==> config.mk <==
export PLATFORM = sky130hd
export DESIGN_NAME = counter_period_capture_pipeline
export DESIGN_NICKNAME = d
export VERILOG_FILES = /design/src/rtl/counter_pkg.sv /design/src/rtl/counter_chunk_resolve.sv /design/src/rtl/counter_period_capture_pipeline.sv
export SDC_FILE = /design/constraint.sdc
export NUM_CORES = 1
export LEC_CHECK = 0
export CAP_MARGIN = 30
export CORE_MARGIN = 2
export CORE_UTILIZATION = 45
export CTS_CLUSTER_DIAMETER = 60
export DETAILED_ROUTE_END_ITERATION = 8
export MAX_ROUTING_LAYER = met4
export SLEW_MARGIN = 20
export SYNTH_ARGS = -nofsm -noshare
export SYNTH_HDL_FRONTEND = slang
export SYNTH_SLANG_ARGS = --single-unit
==> constraint.sdc <==
create_clock -name clk -period 1.6 [get_ports clk]
set_input_delay 0.16 -clock clk [delete_from_list [all_inputs] [get_ports clk]]
set_output_delay 0.16 -clock clk [all_outputs]
set_load 0.02 [all_outputs]
==> src/rtl/counter_pkg.sv <==
// counter_pkg: sizing helpers and chunk state shared by the chunked counters
package counter_pkg;
   localparam int LUT_SIZE_DEFAULT = 4;
   typedef struct packed {
      logic                        carry;
      logic [LUT_SIZE_DEFAULT-1:0] value;
   } chunk_t;
   function automatic int chunk_count(input int width, input int lut);
      return (width + lut - 1) / lut;
   endfunction
   function automatic int last_chunk_size(input int width, input int lut);
      return (width % lut == 0) ? lut : width % lut;
   endfunction
endpackage

==> src/rtl/counter_chunk_resolve.sv <==
// counter_chunk_resolve: one registered chunk adder of the carry-resolution pipeline
module counter_chunk_resolve #(
   parameter int LUT_SIZE = 4
) (
   input  logic                clk,
   input  logic [LUT_SIZE-1:0] value_in,
   input  logic                carry_in,
   output logic [LUT_SIZE-1:0] value_out,
   output logic                carry_out
);
   always_ff @(posedge clk) {carry_out, value_out} <= {1'b0, value_in} + (LUT_SIZE+1)'(carry_in);
endmodule

==> src/rtl/counter_period_capture_pipeline.sv <==
// counter_period_capture_pipeline: chunked interval counter whose captured carries
// are resolved one chunk per stage before the period is reported
module counter_period_capture_pipeline
   import counter_pkg::*;
#(
   parameter int WIDTH    = 15,
   parameter int LUT_SIZE = LUT_SIZE_DEFAULT
) (
   input  logic             clk,
   input  logic             rst_n,
   input  logic             enable,
   input  logic             event_in,
   output logic [WIDTH-1:0] period,
   output logic             valid,
   output logic             overflow,
   output logic             armed
);
   localparam int N  = chunk_count(WIDTH, LUT_SIZE);
   localparam int LC = last_chunk_size(WIDTH, LUT_SIZE);
   localparam int LB = (N - 1) * LUT_SIZE;
   localparam int NR = (N > 1) ? N - 1 : 1;
   localparam logic [WIDTH-1:0] TOP_MASK = {WIDTH{1'b1}} << LB;

   logic [WIDTH-1:0]    cnt, cnt_nx;
   logic [N-1:0]        cy, cout;
   logic [N:0]          cin;
   logic                ovf_acc, accept;
   logic [N-1:0]        st_val, st_ovf;
   logic [WIDTH-1:0]    st_cnt [N];
   logic [WIDTH-1:0]    eff_cnt [N];
   logic [N:0]          st_pend [N];
   logic [N:0]          eff_pend [N];
   logic [LUT_SIZE-1:0] res_val [NR];
   logic [NR-1:0]       res_cy;
   logic [LC-1:0]       fin_val;
   logic                fin_cy, ovf_f;
   logic [WIDTH-1:0]    per_f;

   assign accept = enable & event_in;
   // bit i is the carry entering chunk i; bit N is a carry out of the whole counter
   assign cin    = {cy, enable};

   for (genvar i = 0; i < N; i++) begin : g_cnt
      localparam int CW = (i == N - 1) ? LC : LUT_SIZE;
      assign {cout[i], cnt_nx[i*LUT_SIZE +: CW]} = {1'b0, cnt[i*LUT_SIZE +: CW]} + (CW+1)'(cin[i]);
   end

   for (genvar s = 0; s < N; s++) begin : g_st
      if (s == 0) begin : g_head
         assign eff_cnt[0]  = st_cnt[0];
         assign eff_pend[0] = st_pend[0];
      end else begin : g_fold
         localparam logic [WIDTH-1:0] M = WIDTH'({LUT_SIZE{1'b1}}) << ((s - 1) * LUT_SIZE);
         assign eff_cnt[s]  = (st_cnt[s] & ~M) | (WIDTH'(res_val[s-1]) << ((s - 1) * LUT_SIZE));
         assign eff_pend[s] = st_pend[s] | ((N+1)'(res_cy[s-1]) << s);
      end
      if (s < N - 1) begin : g_res
         counter_chunk_resolve #(.LUT_SIZE(LUT_SIZE)) u_res (
            .clk       (clk),
            .value_in  (eff_cnt[s][s*LUT_SIZE +: LUT_SIZE]),
            .carry_in  (eff_pend[s][s]),
            .value_out (res_val[s]),
            .carry_out (res_cy[s])
         );
      end
   end

   assign {fin_cy, fin_val} = {1'b0, eff_cnt[N-1][LB +: LC]} + (LC+1)'(eff_pend[N-1][N-1]);
   assign per_f = (eff_cnt[N-1] & ~TOP_MASK) | (WIDTH'(fin_val) << LB);
   assign ovf_f = st_ovf[N-1] | fin_cy | eff_pend[N-1][N];

   always_ff @(posedge clk) begin
      if (!rst_n) begin
         cnt      <= '0;
         cy       <= '0;
         ovf_acc  <= 1'b0;
         armed    <= 1'b0;
         st_val   <= '0;
         valid    <= 1'b0;
         overflow <= 1'b0;
         period   <= '0;
      end else begin
         if (accept) begin
            cnt     <= '0;
            cy      <= '0;
            ovf_acc <= 1'b0;
            armed   <= 1'b1;
         end else begin
            cnt     <= cnt_nx;
            cy      <= cout;
            ovf_acc <= ovf_acc | cout[N-1];
         end
         // the first event only establishes the reference point
         st_val[0]  <= accept & armed;
         st_ovf[0]  <= ovf_acc;
         st_cnt[0]  <= cnt;
         st_pend[0] <= cin;
         for (int s = 1; s < N; s++) begin
            st_val[s]  <= st_val[s-1];
            st_ovf[s]  <= st_ovf[s-1];
            st_cnt[s]  <= eff_cnt[s-1];
            st_pend[s] <= eff_pend[s-1];
         end
         valid <= st_val[N-1];
         if (st_val[N-1]) begin
            overflow <= ovf_f;
            period   <= ovf_f ? '1 : per_f;
         end
      end
   end
endmodule
Yosys cells after proc, flatten, opt, wreduce, memory -nomap -nowiden:

Memories as Yosys holds them, arrays and structs flattened.
Cells that the tools add are included.

* register bits after elaboration: 61
* RAM bits: 80
* logic and storage cells: 41
* memories kept: 2

* bitwise gates (word level): 13
* $add $sub $neg: 8
* mux-type cells: 2
* reduce and logical (&&, ||, !) cells: 1

Memories
* st_cnt: words 4, bits a word 15, read ports 4, clocked after memory_dff 0, write ports 4, RTL line counter_period_capture_pipeline.sv:29 `logic [WIDTH-1:0] st_cnt [N];`
* st_pend: words 4, bits a word 5, read ports 4, clocked after memory_dff 0, write ports 4, RTL line counter_period_capture_pipeline.sv:31 `logic [N:0] st_pend [N];`

Operators by type and width (count)
* $add A4 B1 Y5: 6
* $mux W15: 1
* $or A12 B15 Y15: 1
* $or A15 B12 Y15: 1
* $or A15 B4 Y15: 1
* $or A15 B8 Y15: 1
* $add A3 B1 Y4: 2
* $or A5 B2 Y5: 1
* $or A5 B3 Y5: 1
* $or A5 B4 Y5: 1
* $or A1 B1 Y1: 3
* $and A1 B1 Y1: 2
* $reduce_or A2 Y1: 1
* $mux W1: 1
* $not A1 Y1: 1

Logic depth before layout (Yosys ltp):

* depth after elaboration: 5
* depth in mapped cells: 6

Modules after synthesis:

A second synthesis with hierarchy kept.

* cells, all modules: 226
* area, all modules: 3966.3 um2

By module, submodules not included
* counter_period_capture_pipeline: area each 3485.8 um2, sequential area each 2822.7 um2, instances 1, cells each 193
* counter_chunk_resolve: area each 160.2 um2, sequential area each 100.1 um2, instances 3, cells each 11

Worst setup path after synthesis:

No wires, ideal clock.

* kind: register to register
* start point: memory st_pend[3][3] in the netlist's numbering
* end point: register period[12]
* path slack: 169 ps
* arrival time: 1312 ps
* clock period less this slack: 1431 ps
* required time: 1481 ps
* stages on the path, launching flop included: 7
* cells stage by stage: edfxtp_1 -> or2_2 -> ha_1 -> nand3_2 -> nand3_4 -> buf_6 -> o221a_1

RTL lines
* start, declared: RTL line counter_period_capture_pipeline.sv:31
* end signal, assigned: RTL line counter_period_capture_pipeline.sv:107 `period <= ovf_f ? '1 : per_f;`
* end, declared: RTL line counter_period_capture_pipeline.sv:13 `output logic [WIDTH-1:0] period,`

==> reports/qor.csv <==
stage,metric,value,unit
timing,hold_viol,0,
timing,maxSlewViolCount,0,
logic_synthesis,yosys_warnings,0,
layout,layout-drive-gt1-share,0.1835,
route,wl_per_cell,12.17,um
route,via_per_inst,4.674,
min_path,hold_path.class,input pin to flop,
timing,fin_skew,0.005485,ns
grt,use_met2,0.1767,
clock_tree,clk_path_buf_depth,2,
timing,fin_crit_sh,0.9245,
layout,nFillCells,680,
route,wirelength,4698,um
outcome,outcome,completed,
timing,tns,0,ns
clock_tree,clk_pin_slew,0.06,ns
timing,setup_viol,0,
worst_setup_path,startpoint_type,flop,
route,num_vias,1804,
layout,area_growth,24.09,%
floorplan,die_width,97.66,um
logic_synthesis,postSynthAreaPerCell,17.47,um2
clock_tree,cts_tree,built,
layout,final_cell_mix,"edfxtp_1, dfxtp_1, clkbuf_16, dlygate4sd2_1, ha_1",
grt,grt-ovfl-total,0,
clock_tree,cts_inserted_buffers,17,
timing,timing.slew.headroom,0.7138,
layout,layout.nets,285,
clock_tree,clock_latency,0.50,ns
route,first_pass_iters,4,
grt,grt_max_degree,33,
logic_synthesis,syn_area,3948,um2
grt,grt_first_pass_wirelength,8314,um
timing,fmax,676.0,MHz
logic_synthesis,synthTopCellsByArea,"edfxtp_1, dfxtp_1, ha_1",
worst_setup_path,required,1.99,ns
floorplan,core_area,8593,um2
floorplan,rows,34,
floorplan,dieArea,9537,um2
grt,grt_pass1_vias,1778,
pwr,power.density,1499,nW/um2
route,drtIter0Drc,59,
logic_synthesis,synth_cell_type_count,25,
grt,met1_usage,0.1310,
logic_synthesis,synth_nets,246,
layout,n_antenna_cell,0,
placement,place.gp.congestion,0.6853,
layout,seq_area,3123,um2
timing,fin_crit,1.479,ns
grt,busiest_layer,met2,
grt,track_usage,0.1182,
worst_setup_path,arrival,1.87,ns
layout,layout_commonest_cell,edfxtp_1,
worst_setup_path,critPathKind,flop to flop,
worst_setup_path,endpoint_kind,flop,
clock_tree,cts_htree_levels,4,
grt,grt_antenna_before_repair,0,
layout,stdcell_area,4898,um2
route,final_antenna_net_count,0,
clock_tree,cts_num_sinks,123,
logic_synthesis,ys_seq_area_frac,0.7911,
job,drv_cap,0,
timing,worst_pin_slew,0.4282,ns
clock_tree,cts_root_buf,clkbuf_8,
logic_synthesis,synth_seq_cells,123,
pwr,leakage,0.002008,uW
route,route.detailed.drc,0,
worst_setup_path,worstPathMaxFanout,16,
pwr,vdd_ir_drop_max,607.9,uV
timing,rsz0062_at_grt,false,
grt,grt_use_met3,0.04964,
layout,multi_input_area,778.2,um2
floorplan,die-height,97.66,um
logic_synthesis,synthCells,226,
logic_synthesis,yosys.area.top_type,edfxtp_1,
placement,dp_hpwl,2983,um
logic_synthesis,synth_top_area_frac,0.5021,
placement,place_area,4318,um2
floorplan,start_util,0.4594,
placement,portBuffers,21,
floorplan,io_pins,22,
==> synth_stat cells <==
| cell type | count |
|---|---|
| or2_2 | 3 |
| nand3_2 | 1 |
| o211a_1 | 1 |
| nor2b_1 | 1 |
| buf_2 | 4 |
| and3_1 | 11 |
| nor2_1 | 12 |
| xnor2_1 | 7 |
| buf_6 | 1 |
| dfxtp_1 | 57 |
| a21oi_1 | 2 |
| nor2_4 | 1 |
| clkbuf_1 | 1 |
| nand2_1 | 2 |
| and2_1 | 4 |
| ha_1 | 16 |
| nand3_1 | 10 |
| nand3_4 | 1 |
| o221a_2 | 5 |
| o221a_1 | 10 |
| inv_1 | 1 |
| buf_4 | 1 |
| edfxtp_1 | 66 |
| xor2_1 | 7 |
| nand2_2 | 1 |
==> metrics by stage <==
| stage | utilization | total power [uW] | instances | worst slack, ns | hold slack (ns) |
|---|---|---|---|---|---|
| after detailed placement | 0.5025 | 3696 | 354 | 0.1055 | 0.3887 |
| after global routing | 0.5700 | 7610 | 386 | 0.03615 | 0.08296 |
| after floorplan | - | 3608 | 226 | 0.1690 | 0.2589 |
| after CTS | 0.5697 | 7437 | 386 | 0.01510 | 0.05430 |
| after global placement | 0.5025 | 3690 | 354 | 0.1318 | 0.3874 |
| final | 0.5700 | 7343 | 386 | 0.1208 | 0.07908 |
==> report_power, final <==
part           leakage (uW)  internal, uW  switching (uW)
Sequential          0.00113          3450            38.0
Clock              0.000286          2340            1380
Combinational      0.000590          51.6            79.8
Total               0.00201          5840            1500
==> logic make-up after synthesis <==
| group | count (synthesis) | share of synthesized area |
|---|---|---|
| adders and majority gates | 16 | 0.05071 |
| buffers and inverters | 8 | 0.01173 |
| xor gates and xnor gates | 14 | 0.03106 |
| AOI/OAI and AO/OA | 18 | 0.04786 |
| and+or+nand+nor | 47 | 0.06752 |
| DFF | 123 | 0.7911 |
==> final cells by class <==
cell class | count | share of cell area
flip-flops and latches | 123 | 0.6375
inverters | 1 | 0.0007663
clock buffers | 18 | 0.08966
multi-input cells | 95 | 0.1589
repair buffers | 27 | 0.05287
clock inverters | 14 | 0.03269
well taps | 108 | 0.02759
==> metal layers <==
layer,up-vias,routed length [um],share of wire
li1,925,-,-
met1,840,2135,0.45
met2,32,2304,0.49
met3,7,181,0.039
met4,0,77,0.016
met5,-,0,0
==> sequential cells by signal (all words and copies together) (netlist names) <==
signal	count
valid	1
cnt	15
st_cnt	48
st_val	4
g_st.g_res.u_res.value_out	12
overflow	1
cy	4
g_st.g_res.u_res.carry_out	3
st_pend	14
st_ovf	4
period	15
armed	1
ovf_acc	1
==> worst paths after layout <==
kind,startpoint,endpoint,slack [ns],cells past startpoint
min reg2reg,g_st[1].g_res.u_res.value_out[3],st_cnt[3][7],0.40,0
min,rst_n,st_val[0],0.08,3
max reg2reg,st_pend[3][3],period[4],0.12,5
max,st_pend[3][3],period[4],0.12,5
==> critical path: stages, from the launching register on <==
cell	delay (ns)
edfxtp_1	0.34
or2_2	0.27
ha_1	0.21
nand3_2	0.10
nand3_4	0.17
o221a_2	0.28
==> what timing repair did <==
action	in CTS	in global routing
setup buffers	0	0
setup endpoints to repair	17	1
hold buffers	0	0
resized for setup	17	1
Power figures use the tool's default switching activity.
